$ cat src/rtl/bcd_stopwatch_core.sv
// rtl/bcd_stopwatch_core.sv - mm:ss.t BCD stopwatch core; optional lap freeze under STOPWATCH_LAP_EN
module bcd_stopwatch_core #(
  parameter int FPGA_FREQ = 50_000_000,
  parameter int TICK_FREQ = 10,
  parameter int WRAP      = 1
) (
  input  logic        clk,
  input  logic        rst,
  input  logic        start_stop,
  input  logic        clear,
  input  logic        up,
  input  logic        load,
  input  logic [19:0] load_val,
  input  logic        lap,
  output logic [19:0] digits,
  output logic        running,
  output logic        tick,
  output logic        done
);

  localparam int DIV = FPGA_FREQ / TICK_FREQ;
  localparam int PW  = (DIV > 1) ? $clog2(DIV) : 1;
  localparam logic [PW-1:0] PRE_LAST = PW'(DIV - 1);

  // Per-digit maximum, index 0 = tenths ... index 4 = tens of minutes
  localparam logic [4:0][3:0] DMAX = {4'd5, 4'd9, 4'd5, 4'd9, 4'd9};
  localparam logic [19:0] CNT_MAX = 20'h59599;
  localparam logic [19:0] CNT_ONE = 20'h00001;

  typedef enum logic {ST_PAUSED = 1'b0, ST_RUNNING = 1'b1} state_t;

  state_t           state, state_next;
  logic [4:0][3:0]  cnt, cnt_next, cnt_inc, cnt_dec, load_clamped;
  logic [PW-1:0]    presc, presc_next;
  logic             carry, borrow;

  // Ripple increment/decrement of the BCD count with per-digit moduli
  always_comb begin
    cnt_inc = cnt;
    cnt_dec = cnt;
    carry   = 1'b1;
    borrow  = 1'b1;
    for (int i = 0; i < 5; i++) begin
      if (carry) begin
        if (cnt[i] >= DMAX[i]) begin
          cnt_inc[i] = 4'd0;
        end else begin
          cnt_inc[i] = cnt[i] + 4'd1;
          carry      = 1'b0;
        end
      end
      if (borrow) begin
        if (cnt[i] == 4'd0) begin
          cnt_dec[i] = DMAX[i];
        end else begin
          cnt_dec[i] = cnt[i] - 4'd1;
          borrow     = 1'b0;
        end
      end
    end
  end

  // Clamp each preset field to its digit maximum
  always_comb begin
    load_clamped = '0;
    for (int i = 0; i < 5; i++) begin
      load_clamped[i] = (load_val[4*i +: 4] > DMAX[i]) ? DMAX[i] : load_val[4*i +: 4];
    end
  end

  // Run/pause state, count and prescaler registers
  always_ff @(posedge clk or posedge rst) begin
    if (rst) begin
      state <= ST_PAUSED;
      cnt   <= '0;
      presc <= '0;
    end else begin
      state <= state_next;
      cnt   <= cnt_next;
      presc <= presc_next;
    end
  end

  // Next state and strobes; clear > load > start_stop > tick
  always_comb begin
    state_next = state;
    cnt_next   = cnt;
    presc_next = presc;
    tick       = 1'b0;
    done       = 1'b0;
    if (clear) begin
      state_next = ST_PAUSED;
      cnt_next   = '0;
      presc_next = '0;
    end else if (load) begin
      state_next = ST_PAUSED;
      cnt_next   = load_clamped;
      presc_next = '0;
    end else if (start_stop) begin
      // Prescaler is frozen on this edge so a resume continues the same phase
      if (state == ST_RUNNING) begin
        state_next = ST_PAUSED;
      end else if (up || (cnt != '0)) begin
        state_next = ST_RUNNING;
      end
    end else if (state == ST_RUNNING) begin
      if (presc == PRE_LAST) begin
        presc_next = '0;
        tick       = 1'b1;
        if (up) begin
          if (cnt == CNT_MAX) begin
            done = 1'b1;
            if (WRAP != 0) begin
              cnt_next = '0;
            end else begin
              state_next = ST_PAUSED;
            end
          end else begin
            cnt_next = cnt_inc;
          end
        end else begin
          // Reaching zero (or sitting at zero after a direction flip) ends the run
          if ((cnt == CNT_ONE) || (cnt == '0)) begin
            cnt_next   = '0;
            done       = 1'b1;
            state_next = ST_PAUSED;
          end else begin
            cnt_next = cnt_dec;
          end
        end
      end else begin
        presc_next = presc + PW'(1);
      end
    end
  end

  assign running = (state == ST_RUNNING);

`ifdef STOPWATCH_LAP_EN
  logic frozen;

  // Display register with lap freeze; clear/load release the freeze
  always_ff @(posedge clk or posedge rst) begin
    if (rst) begin
      frozen <= 1'b0;
      digits <= '0;
    end else if (clear || load) begin
      frozen <= 1'b0;
      digits <= cnt;
    end else if (lap) begin
      frozen <= ~frozen;
      digits <= cnt;
    end else if (!frozen) begin
      digits <= cnt;
    end
  end
`else
  logic unused_lap;
  assign unused_lap = lap;

  // Display register follows the live count one cycle later
  always_ff @(posedge clk or posedge rst) begin
    if (rst) begin
      digits <= '0;
    end else begin
      digits <= cnt;
    end
  end
`endif

endmodule
$ cat config.mk
export PLATFORM = sky130hd
export DESIGN_NAME = bcd_stopwatch_core
export DESIGN_NICKNAME = d
export VERILOG_FILES = /design/src/rtl/bcd_stopwatch_core.sv
export SDC_FILE = /design/constraint.sdc
export NUM_CORES = 1
export LEC_CHECK = 0
export BUFFER_PORTS_ARGS = -buffer_cell sky130_fd_sc_hd__buf_2
export CAP_MARGIN = 5
export CORE_MARGIN = 1.5
export CORE_UTILIZATION = 40
export CTS_CLUSTER_DIAMETER = 150
export DETAILED_ROUTE_END_ITERATION = 12
export PLACE_DENSITY = 0.58
export SYNTH_ARGS = -nofsm -noshare
export SYNTH_HDL_FRONTEND = slang
export SYNTH_SLANG_ARGS = --single-unit
$ cat constraint.sdc
create_clock -name clk -period 3.6 [get_ports clk]
set_clock_uncertainty 0.15 [all_clocks]
set_input_delay 0.36 -clock clk [delete_from_list [all_inputs] [get_ports clk]]
set_output_delay 0.36 -clock clk [all_outputs]
set_load 0.02 [all_outputs]
==> flow_metrics.py <==
metrics = {
    "timing": {
        "slew_headroom_pct": 57.3,
        "finalSetupViolations": 0,
        "tightest_slew_ns": 0.636,
        "setup-tns-final_ns": 0,
        "period_needed_ns": 3.28,
        "rsz0062_at_grt": "false",
        "finalHoldViolCount": 0,
        "fin_crit_sh_pct": 91.2,
        "fmax_ghz": 0.305,
        "slew_viol_final": 0,
    },
    "detailed_routing": {
        "wl_mm": 9.87,
        "via_count": 3551,
        "dr.pass1.iters": 4,
        "first_iter_violations": 170,
        "routed_via_density": 5.51,
        "highest_layer": "met4",
        "wl_met1_mm": 4.54,
        "ant_nets": 0,
        "avgRoutedWirePerCell_um": 15.3,
        "met3_length_um": 436,
        "drc": 0,
        "dr_wl_met2_mm": 4.76,
    },
    "critical_path": {
        "cp.arrival_ns": 2.77,
        "cp-end-kind": "output pin",
        "critical_path_class": "reg -> out",
        "crit_fanout": 9,
        "endpoint": "done",
        "reg2reg_to": "cnt[8]$_DFFE_PP0P_",
        "reg2reg_depth": 9,
        "worstSetupStartpoint": "cnt[16]$_DFFE_PP0P_",
        "start_kind": "flip-flop",
        "regToRegStartpoint": "cnt[16]$_DFFE_PP0P_",
        "worst_ep_required_time_ns": 3.09,
        "reg2reg_slack_ns": 0.74,
    },
    "yosys": {
        "synth_edf_count": 0,
        "netlist_instances": 462,
        "ys.flop_type": "dfrtp_1",
        "synth-seq-cells": 64,
        "syn_nets": 505,
        "yosysTopAreaCellShare_pct": 40.0,
        "synthesis.area_um2": 4000,
        "yosysSeqAreaShare_pct": 40.0,
        "synth_largest_area_cell": "dfrtp_1",
        "yosysUniqueCellTypes": 56,
        "synth-warning-count": 0,
        "synth_area_leaders": "dfrtp_1 40%, ha_1 5.0%, nor2_1 4.9%",
        "ys_async_sr_fraction_pct": 100,
        "syn_avg_cell_area_um2": 8.67,
    },
    "power": {
        "clockPowerShare_pct": 38.4,
        "ir_worst_vdd_mv": 0.170,
        "p_per_area_nw_per_um2": 397,
        "power_frac_seq_pct": 43.7,
        "p_int_w": 0.00129,
        "p_sw_share_pct": 29.6,
        "p_comb_share_pct": 18.0,
        "power_w": 0.00183,
        "power.switching_w": 0.000540,
        "leakage_nw": 2.00,
    },
    "grt": {
        "grt_overflow": 0,
        "grt_use_total_pct": 20.4,
        "grt_pass1_wl_mm": 16.6,
        "grt_antenna_before_repair": 0,
        "grt_pass1_vias": 3416,
        "grt_max_degree": 31,
    },
    "layout": {
        "nets": 550,
        "diodes": 0,
        "mostFrequentLayoutCells": "64 x dfrtp_1, 52 x nor2_1, 48 x buf_2",
        "final_common_cell": "dfrtp_1",
        "area_growth_pct": 15.1,
        "finalNonFillerCells": 645,
        "drive_gt1_share_pct": 16.4,
    },
    "clocking": {
        "cts-resized-gates": 0,
        "clkTransAtPathRegs_ns": 0.08,
        "numCtsBuffers": 9,
        "insertion_delay_ns": 0.35,
        "h-tree-depth": 3,
        "root_buffer": "clkbuf_8",
        "clock-sinks": 64,
        "cts_max_path_buffers": 2,
        "cts_tree": "done",
    },
    "run": {
        "drv_cap": 0,
    },
    "worst_hold_path": {
        "hold_class": "in -> reg",
    },
    "die": {
        "dieArea_um2": 10600,
        "die_h_um": 103,
        "io_pins": 50,
        "die_x_um": 103,
        "rows": 36,
        "initial_core_util_pct": 41.2,
        "core_area_um2": 9730,
    },
    "placed_design": {
        "post-dp-hpwl_mm": 7.03,
        "post-place-cells": 628,
        "io_buffers": 48,
        "gp_congestion": 0.928,
    },
    "run_status": {
        "status": "finished, final reports clean",
    },
}
## synth_stat cells (3+ instances only)
library cell and count:
nor3b_1 6, o211ai_1 3, a31oi_1 17, o31ai_1 3, nand2_1 40, and3_1 5
nor3_1 9, nand2b_1 13, nand3_1 18, o22ai_1 5, a221oi_1 4, a22o_1 4
a211oi_1 3, and4_1 5, nor4b_1 3, ha_1 16, inv_1 26, or2_2 4
clkbuf_1 19, buf_2 3, o21ai_0 30, xor2_1 10, a311o_1 3, a21oi_1 23
nor2b_1 4, nand4_1 8, nor4_1 3, or3_1 4, dfrtp_1 64, nor2_1 52
xnor2_1 13, o21bai_1 3, mux2i_1 7
## worst max-delay path, stage by stage (launching register included)
cell	delay [ns]
dfrtp_1	0.43
inv_1	0.14
ha_1	0.33
nor4b_1	0.42
nand4_1	0.24
o21a_1	0.36
nor3b_1	0.29
buf_2	0.22
## layout make-up
cell class | count | area (µm²)
clock buffer | 10 | 138
inverter | 26 | 97.6
tap | 133 | 166
fill | 987 | 5120
timing repair buffer | 56 | 303
multi-input combinational | 350 | 2220
sequential | 64 | 1600
clock inverter | 6 | 82.6
## power groups by stage
| stage | sequential [W] | clock [W] | combinational, W |
|---|---|---|---|
| 2_1_floorplan | 0.000815 | 0 | 0.000220 |
| 3_5_place_dp | 0.000811 | 0 | 0.000327 |
| 4_1_cts | 0.000798 | 0.000717 | 0.000329 |
| 5_1_grt | 0.000805 | 0.000750 | 0.000369 |
| 3_3_place_gp | 0.000811 | 0 | 0.000322 |
| 6_report | 0.000798 | 0.000701 | 0.000328 |
## per-layer routing
| layer | vias up | global-route usage [%] |
|---|---|---|
| met5 | - | 0 |
| met4 | 0 | 7.38 |
| met3 | 13 | 3.80 |
| met2 | 84 | 33.1 |
| met1 | 1704 | 27.4 |
| li1 | 1750 | - |
## state kept, by name, indices dropped and copies added (netlist names)
register  cells
presc        23
cnt          20
digits       20
running       1
## through the flow
step                      instance area, µm²  util, %  setup WS (ns)  hold slack, ns
after floorplan                         4000        -          0.890           0.202
after global placement                  4380     45.0          0.745           0.238
after detailed placement                4380     45.0          0.675           0.242
after CTS                               4610     47.4          0.333          0.0940
after global routing                    4610     47.4          0.114          0.0968
final                                   4610     47.4          0.319           0.105
## repair_timing
item / CTS / global route
hold endpoints to repair: 18 / 0
setup buffers: 0 / 0
hold buffers: 1 / 0
## worst min path at each step
stage	slack, ns	endpoint	startpoint	cells past startpoint
floorplan	0.20	digits[10]$_DFF_PP0_	cnt[10]$_DFFE_PP0P_	0
global placement	0.24	digits[5]$_DFF_PP0_	rst	2
detailed placement	0.24	digits[5]$_DFF_PP0_	rst	2
CTS	0.09	cnt[1]$_DFFE_PP0P_	load_val[1]	3
global route	0.1	cnt[1]$_DFFE_PP0P_	load_val[1]	3
finish	0.10	cnt[1]$_DFFE_PP0P_	load_val[1]	3
## cells by family after synthesis
kind of cell	share of synthesized area, %
and+or+nand+nor	24.6
AOI/OAI and AO/OA	18.5
DFF	40.0
buffers and inverters	4.59
xor gates and xnor gates	5.03
adders and majority gates	5.00
muxes	2.31
Note: power is estimated with default switching activity, not from simulation.
